File: src/rtl/led_sweep_monitor_if.sv
// Bus between the LED flasher side (master) and the sweep monitor (slave):
// observed LED pattern and error clear in, monitor status out.
interface led_sweep_monitor_if #(
  parameter int unsigned N_LED = 16,
  parameter int unsigned LVL_W = 5
);
  logic [N_LED-1:0] led_state;
  logic             err_clr;
  logic [LVL_W-1:0] level;
  logic [1:0]       dir_state;
  logic             turn_pulse;
  logic [LVL_W-1:0] turn_level;
  logic             sweep_done;
  logic             pat_err;
  logic             step_err;
  logic             err_sticky;
  logic [7:0]       err_cnt;

  modport master (
    output led_state, err_clr,
    input  level, dir_state, turn_pulse, turn_level, sweep_done,
           pat_err, step_err, err_sticky, err_cnt
  );

  modport slave (
    input  led_state, err_clr,
    output level, dir_state, turn_pulse, turn_level, sweep_done,
           pat_err, step_err, err_sticky, err_cnt
  );
endinterface

File: src/rtl/led_sweep_monitor.sv
// Watches a thermometer-coded LED bus, tracks the sweep direction and flags
// malformed patterns and level jumps. Optional error counter: LED_SWEEP_MONITOR_ERRCNT_EN.
module led_sweep_monitor #(
  parameter int unsigned N_LED = 16,
  parameter int unsigned LVL_W = 5
) (
  input logic                clk,
  input logic                rst,
  led_sweep_monitor_if.slave bus
);
  localparam int unsigned XW = LVL_W + 1;

  typedef enum logic [1:0] {
    IDLE = 2'b00,
    RISE = 2'b01,
    FALL = 2'b10,
    HOLD = 2'b11
  } dir_e;

  dir_e             dir_q, dir_d;
  logic [LVL_W-1:0] level_q, level_d;
  logic [LVL_W-1:0] turn_level_q, turn_level_d;
  logic             turn_pulse_q, turn_pulse_d;
  logic             sweep_done_q, sweep_done_d;
  logic             pat_err_q, pat_err_d;
  logic             step_err_q, step_err_d;
  logic             err_sticky_q, err_sticky_d;

  logic [LVL_W-1:0] k;
  logic             valid;
  logic [XW-1:0]    k_x, lvl_x;

  // Thermometer check: x & (x+1) is zero only for contiguous ones from bit 0.
  always_comb begin
    valid = ((bus.led_state & (bus.led_state + N_LED'(1))) == '0);
    k = '0;
    for (int unsigned i = 0; i < N_LED; i++) begin
      k = k + LVL_W'(bus.led_state[i]);
    end
    k_x   = {1'b0, k};
    lvl_x = {1'b0, level_q};
  end

  always_comb begin
    dir_d        = dir_q;
    level_d      = level_q;
    turn_level_d = turn_level_q;
    turn_pulse_d = 1'b0;
    sweep_done_d = 1'b0;
    pat_err_d    = 1'b0;
    step_err_d   = 1'b0;

    if (!valid) begin
      pat_err_d = 1'b1;
    end else begin
      level_d = k;
      if (k_x == lvl_x + XW'(1)) begin
        dir_d = RISE;
      end else if (k_x + XW'(1) == lvl_x) begin
        if (dir_q == RISE) begin
          turn_pulse_d = 1'b1;
          turn_level_d = level_q;
        end
        // A fall that lands on zero ends the sweep instead of staying in FALL.
        if (k == '0) begin
          dir_d        = IDLE;
          sweep_done_d = (dir_q == FALL);
        end else begin
          dir_d = FALL;
        end
      end else if (k == level_q) begin
        dir_d = (k == '0) ? IDLE : HOLD;
      end else begin
        step_err_d = 1'b1;
        dir_d      = (k == '0) ? IDLE : HOLD;
      end
    end

    if (pat_err_d || step_err_d) begin
      err_sticky_d = 1'b1;
    end else if (bus.err_clr) begin
      err_sticky_d = 1'b0;
    end else begin
      err_sticky_d = err_sticky_q;
    end
  end

  always_ff @(posedge clk or posedge rst) begin
    if (rst) begin
      dir_q        <= IDLE;
      level_q      <= '0;
      turn_level_q <= '0;
      turn_pulse_q <= 1'b0;
      sweep_done_q <= 1'b0;
      pat_err_q    <= 1'b0;
      step_err_q   <= 1'b0;
      err_sticky_q <= 1'b0;
    end else begin
      dir_q        <= dir_d;
      level_q      <= level_d;
      turn_level_q <= turn_level_d;
      turn_pulse_q <= turn_pulse_d;
      sweep_done_q <= sweep_done_d;
      pat_err_q    <= pat_err_d;
      step_err_q   <= step_err_d;
      err_sticky_q <= err_sticky_d;
    end
  end

`ifdef LED_SWEEP_MONITOR_ERRCNT_EN
  logic [7:0] err_cnt_q, err_cnt_d;

  // A new error wins over err_clr; a saturated counter stays at 255.
  always_comb begin
    err_cnt_d = err_cnt_q;
    if (pat_err_d || step_err_d) begin
      if (err_cnt_q != '1) err_cnt_d = err_cnt_q + 8'd1;
    end else if (bus.err_clr) begin
      err_cnt_d = '0;
    end
  end

  always_ff @(posedge clk or posedge rst) begin
    if (rst) err_cnt_q <= '0;
    else     err_cnt_q <= err_cnt_d;
  end

  assign bus.err_cnt = err_cnt_q;
`else
  assign bus.err_cnt = '0;
`endif

  assign bus.level      = level_q;
  assign bus.dir_state  = dir_q;
  assign bus.turn_pulse = turn_pulse_q;
  assign bus.turn_level = turn_level_q;
  assign bus.sweep_done = sweep_done_q;
  assign bus.pat_err    = pat_err_q;
  assign bus.step_err   = step_err_q;
  assign bus.err_sticky = err_sticky_q;
endmodule

File: src/flat_wrapper.sv
// flat-port wrapper written by rule: the top's interface ports become plain ports
module led_sweep_monitor_flat 
#(
  parameter int unsigned N_LED = 16,
  parameter int unsigned LVL_W = 5
)
  (clk, rst, bus_led_state, bus_err_clr, bus_level, bus_dir_state, bus_turn_pulse, bus_turn_level, bus_sweep_done, bus_pat_err, bus_step_err, bus_err_sticky, bus_err_cnt);
  led_sweep_monitor_if #(.N_LED(N_LED), .LVL_W(LVL_W)) bus_i ();
  input logic clk;
  input logic rst;
  input wire logic [$bits(bus_i.led_state)-1:0] bus_led_state;
  input wire logic [$bits(bus_i.err_clr)-1:0] bus_err_clr;
  output wire logic [$bits(bus_i.level)-1:0] bus_level;
  output wire logic [$bits(bus_i.dir_state)-1:0] bus_dir_state;
  output wire logic [$bits(bus_i.turn_pulse)-1:0] bus_turn_pulse;
  output wire logic [$bits(bus_i.turn_level)-1:0] bus_turn_level;
  output wire logic [$bits(bus_i.sweep_done)-1:0] bus_sweep_done;
  output wire logic [$bits(bus_i.pat_err)-1:0] bus_pat_err;
  output wire logic [$bits(bus_i.step_err)-1:0] bus_step_err;
  output wire logic [$bits(bus_i.err_sticky)-1:0] bus_err_sticky;
  output wire logic [$bits(bus_i.err_cnt)-1:0] bus_err_cnt;
  assign bus_i.led_state = bus_led_state;
  assign bus_i.err_clr = bus_err_clr;
  assign bus_level = bus_i.level;
  assign bus_dir_state = bus_i.dir_state;
  assign bus_turn_pulse = bus_i.turn_pulse;
  assign bus_turn_level = bus_i.turn_level;
  assign bus_sweep_done = bus_i.sweep_done;
  assign bus_pat_err = bus_i.pat_err;
  assign bus_step_err = bus_i.step_err;
  assign bus_err_sticky = bus_i.err_sticky;
  assign bus_err_cnt = bus_i.err_cnt;
  led_sweep_monitor #(.N_LED(N_LED), .LVL_W(LVL_W)) u_core (.clk(clk), .rst(rst), .bus(bus_i));
endmodule
File: config.mk
export PLATFORM = sky130hd
export DESIGN_NAME = led_sweep_monitor_flat
export DESIGN_NICKNAME = d
export VERILOG_FILES = /design/src/rtl/led_sweep_monitor_if.sv /design/src/rtl/led_sweep_monitor.sv /design/src/flat_wrapper.sv
export SDC_FILE = /design/constraint.sdc
export NUM_CORES = 1
export LEC_CHECK = 0
export CAP_MARGIN = 0
export CORE_MARGIN = 3
export CORE_UTILIZATION = 30
export DETAILED_ROUTE_END_ITERATION = 16
export GPL_TIMING_DRIVEN = 0
export MAX_ROUTING_LAYER = met4
export SLEW_MARGIN = 40
export SYNTH_ARGS = -nofsm -noshare
export SYNTH_HDL_FRONTEND = slang
export SYNTH_SLANG_ARGS = --single-unit
export TNS_END_PERCENT = 30
File: constraint.sdc
create_clock -name clk -period 2.18 [get_ports clk]
set_input_delay 0.218 -clock clk [delete_from_list [all_inputs] [get_ports clk]]
set_output_delay 0.218 -clock clk [all_outputs]
set_load 0.01 [all_outputs]
# == After elaboration in Yosys (flattened, before gate mapping) ==
# Cells that the tools add are included.
# totals
ff_bits,17
inputBits,19
wordCells,57
# op_classes
addsub,18
eq_ne,5
muxes,19
n_bitwise,2
n_reduce_logical,5
# op_table
cell,n
5-bit by 1-bit adder with 5-bit output,14
"16-bit by 1-bit adder with 16-bit output, second input constant",1
16-bit AND,1
16-bit logical NOT,1
1-bit 2-to-1 mux,15
"5-bit by 1-bit adder with 6-bit output, second input constant",2
2-bit 2-to-1 mux,4
5-bit by 6-bit == test with 1-bit output,1
6-bit by 5-bit == test with 1-bit output,1
5-bit == test,1
5-bit logical NOT,1
4-bit AND reduction,1
1-bit by 1-bit adder with 2-bit output,1
"2-bit by 1-bit == test with 1-bit output, second input constant",1
"2-bit == test, second input constant",1
2-bit nonzero test,1
1-bit logical OR,1
1-bit NOT,1

# == Longest topological paths before layout ==
# depth
ltp_word,22
ltp_mapped,17
ltp_nobuf,17

# == Worst setup path before layout ==
# No wires, ideal clock.
# synth_timing
path_kind,in2reg
from,input port bus_led_state[0]
to,register u_core.turn_level_q[0] (netlist: u_core.bus.turn_level[0])
setup_ns,0.125
arrival_time_ns,5.201
required_ns,2.055
path_slack_ns,-3.146
cell_stages,16
n_path_buf,0
path_cell_list,inv_1 -> ha_1 -> fa_1 -> fa_1 -> fa_1 -> fa_1 -> fa_1 -> fa_1 -> inv_1 -> ha_1 -> xnor2_1 -> nand4_1 -> nor3_1 -> o32ai_2 -> a2111oi_4 -> mux2_2
# synth_between
elab_chain_len,18
elab_cells_between_ends,23
cone_classes,17 x add/sub; 2 x eq/ne; 2 x bitwise; 2 x reduce/logical
# synth_lines
item,line,text
"start, declared",flat_wrapper.sv:11,input wire logic [$bits(bus_i.led_state)-1:0] bus_led_state;
1-bit by 1-bit adder with 2-bit output *,led_sweep_monitor.sv:38,k = k + LVL_W'(bus.led_state[i]);
5-bit by 1-bit adder with 5-bit output * (14 in a row),led_sweep_monitor.sv:38,
via u_core.k[1],led_sweep_monitor.sv:29,logic [LVL_W-1:0] k;
5-bit by 1-bit adder with 6-bit output or 5-bit by 6-bit == test with 1-bit output (tied branches),"led_sweep_monitor.sv:59, led_sweep_monitor.sv:57",
6-bit by 5-bit == test with 1-bit output or 1-bit NOT (tied branches),--,
4-bit AND reduction (no source line) *,--,
"end signal, assigned",led_sweep_monitor.sv:101,turn_level_q <= turn_level_d;
"end, declared",led_sweep_monitor.sv:22,"logic [LVL_W-1:0] turn_level_q, turn_level_d;"
# The timed path passes the listed nets; every way through them passes the cells marked *.
# A chain may end at the register's enable or synchronous reset.

# == Worst setup path in the final report ==
# layout_timing
from,input port bus_led_state[0]
to,register u_core.turn_level_q[4] (netlist: u_core.bus.turn_level[4])
# The elaborated chain is that of the path after synthesis.

==> impl_metrics.yaml <==
routing:
  top_layer_used: "met4"
  vias_per_cell: 4.77
  via_count: 1516
  drc_errors: 0
  post_drt_wl_per_cell_um: 13.3
  met3_wirelength_um: 185
  antenna_left: 0
  routed_wl_um: 4230
  firstDrtPassIters: 4
  drtIter0Drc: 52
  wl_met2_um: 1990
  wl_met1_um: 2000
yosys:
  synth_async_sr_flop_share: 1.00
  syn-cell-area_um2: 1850
  synth.area.top_cells: "dfrtp_1 23%, fa_1 11%, ha_1 6.8%"
  synth_cells: 194
  synth_top_area_frac: 0.230
  yosys.area.top_type: "dfrtp_1"
  ys_warn_count: 0
  synth-edff-count: 0
  synth_seq_cells: 17
  ys_seq_area_frac: 0.230
  syn_area_per_cell_um2: 9.53
  ys_types: 62
  synthFlopType: "dfrtp_1"
critical_path:
  critPathKind: "input pin to register"
  crit_top_cell: "fa_1"
  cp.required_ns: 2.32
  rr_worst_depth: 7
  cp-startpoint: "bus_led_state[0]"
  cpPeakStageDelay_ns: 0.55
  critPathMaxFanout: 5
  cp-end-kind: "register"
  reg2reg_from: "u_core.bus.level[2]$_DFFE_PP0P_"
  crit_chain: "buf_12, inv_12, ha_4, fa_1, fa_1, fa_1, fa_1, fa_2, fa_2, inv_2, ha_4, xnor2_2, nand4_1, nor3_2, o32ai_4, a2111oi_4, buf_6, mux2_4"
  cp-start-kind: "input pin"
  crit_slowest_cell: "fa_2"
  crit_arrival_ns: 4.96
global_route:
  grt_usage: 0.125
  grt_max_degree: 18
  grt_pass1_vias: 1484
  grt_pass1_wl_um: 7090
  antenna_found_initial: 0
  overflow: 0
timing:
  drv_slew: 0
  rsz0062_at_grt: "true"
  slew_headroom: 0.578
  tns_ns: -33.87
  fin_ws_ns: -2.64
  fmax_mhz: 207
  fin_crit_sh: 2.21
  setup_violations: 16
  hold_viol: 0
  worst_pin_slew_ns: 0.632
  fin_crit_ns: 4.82
  fin_skew_ns: 0.00503
pwr:
  combPwrFrac: 0.808
  p_int_w: 0.00159
  power_density_nw_per_um2: 1120
  p_sw_w: 0.00132
  sw_frac_of_total: 0.454
  total_power_w: 0.00291
  power.share.clock: 0.081
  leakagePower_nw: 1.13
  ir_worst_vdd_uv: 883
  seqPwrFrac: 0.110
floorplan:
  coreArea_um2: 5740
  die_h_um: 84.5
  die_w_um: 84.5
  rows: 27
  die_area_um2: 7140
  io_pins: 44
  initial_core_util: 0.322
finish:
  multi_input_area_um2: 1400
  final.fill_count: 566
  syn_to_final_growth_pct: 40.3
  fin_util: 0.452
  regArea_um2: 425
  layout-drive-gt1-share: 0.244
  antenna_cells: 0
  nets: 286
  final_area_um2: 2590
hold_path:
  worstHoldPathType: "input pin to asynchronous set/reset pin"
placement:
  gp_congestion: 0.911
  placement.io_buffers: 35
  place_ws_ns: -4.00
  post_dp_cell_area_um2: 2370
  hpwl_um: 3370
cts:
  cts_sinks: 17
  cts_tree: "done"
  clk_latency_ns: 0.26
  cts_buffer_depth: 2
  htreeDepth: 1
  ctsHoldBuffers: 0
  root_buffer: "clkbuf_8"
  numCtsBuffers: 3
  clk_pin_slew_worst_paths_ns: 0.07
status:
  status: "finished, violations left"
  violations: "negative setup slack"
run:
  cap_viol_max_count: 0
path summary, 6_finish.rpt:
kind                                                         to  slack (ns)
max reg2reg                u_core.bus.turn_level[4]$_DFFE_PP0P_       -0.22
min in group clk           u_core.bus.turn_level[4]$_DFFE_PP0P_        0.51
min reg2reg                u_core.bus.turn_level[4]$_DFFE_PP0P_        0.51
min                        u_core.bus.turn_level[1]$_DFFE_PP0P_        0.34
max                        u_core.bus.turn_level[4]$_DFFE_PP0P_       -2.64
max in group asynchronous   u_core.bus.dir_state[0]$_DFFE_PP0P_        1.43
synthesized netlist by cell type, types with 2 or more instances:
cell type / number
a21oi_1: 2
xor2_1: 2
fa_1: 10
buf_6: 2
xnor2_1: 5
nand2b_1: 4
nor3b_1: 3
ha_1: 10
dfrtp_1: 17
o21ai_0: 9
buf_4: 8
nand3_1: 5
a22oi_1: 2
mux2_2: 5
mux2i_1: 2
a221oi_1: 2
nand4_1: 3
inv_1: 29
o2111a_1: 2
buf_2: 2
clkbuf_1: 2
nand2_1: 16
o31ai_1: 3
nor3_1: 2
and2_1: 4
nor2_1: 4
and2b_1: 2
nor2b_1: 2
nand3b_1: 2
power groups by stage:
stage               registers, W  clock network, W  logic [W]
floorplan               0.000327                 0    0.00160
global placement        0.000327                 0    0.00191
detailed placement      0.000327                 0    0.00195
CTS                     0.000321          0.000242    0.00228
global route            0.000321          0.000254    0.00257
finish                  0.000321          0.000237    0.00235
state kept, by name, indices dropped and copies added (netlist names):
| register | cells |
|---|---|
| u_core.bus.err_sticky | 1 |
| u_core.bus.turn_pulse | 1 |
| u_core.bus.pat_err | 1 |
| u_core.bus.turn_level | 5 |
| u_core.bus.sweep_done | 1 |
| u_core.bus.level | 5 |
| u_core.bus.dir_state | 2 |
| u_core.bus.step_err | 1 |
routing by layer:
metal / vias to the layer above / track usage
li1: 763 / -
met1: 721 / 0.175
met2: 28 / 0.186
met3: 4 / 0.0226
met4: 0 / 0.0302
met5: - / -
placed cells by master (no fill, tap or decap), drive strengths merged, types with 4 or more instances in the layout:
cell | synthesis | routed
nand2b | 5 | 5
fa | 10 | 10
nand4 | 4 | 4
nor2 | 4 | 4
clkbuf | 2 | 6
nand2 | 16 | 16
o21ai | 10 | 10
inv | 29 | 29
ha | 10 | 10
clkdlybuf4s15 | 0 | 4
clkdlybuf4s50 | 0 | 28
nand3 | 5 | 5
conb | 1 | 8
and2 | 4 | 4
buf | 12 | 20
xnor2 | 6 | 6
dfrtp | 17 | 17
mux2 | 5 | 5
per-stage QoR:
step                cells  hold slack, ns
global route          318           0.402
global placement      308           0.490
CTS                   317           0.359
finish                318           0.336
detailed placement    308           0.500
floorplan             201           0.144
cell type report:
type | count | area share
flip-flops and latches | 17 | 0.164
multi-input cells | 141 | 0.541
repair buffers | 41 | 0.157
plain buffers | 14 | 0.0386
well taps | 72 | 0.0347
clock inverters | 1 | 0.00193
clock buffers | 3 | 0.0159
inverters | 29 | 0.0468
worst max-delay path: cells and delay by family:
kind	cells	cell delay (ns)
fa+ha+maj	8	3.19
buf+inv	4	0.38
mux	1	0.30
simple gates	2	0.33
compound gates	2	0.36
xor+xnor	1	0.17
what timing repair did:
| action | CTS | global route |
|---|---|---|
| gates resized for setup | 45 | 9 |
| endpoints found under the setup margin | 17 | 16 |
| setup buffers | 5 | 1 |
| pin swaps | 17 | 7 |
kinds of logic after synthesis:
family,count (synthesis),share of synthesized area
flip-flops,17,0.230
multiplexers,7,0.0413
AO/OA/AOI/OAI,41,0.195
AND/OR/NAND/NOR,55,0.176
adder cells (fa/ha/maj),20,0.176
XOR/XNOR,10,0.0670
buffers and inverters,43,0.113
other,1,0.00203
Note: power is estimated with default switching activity, not from simulation.
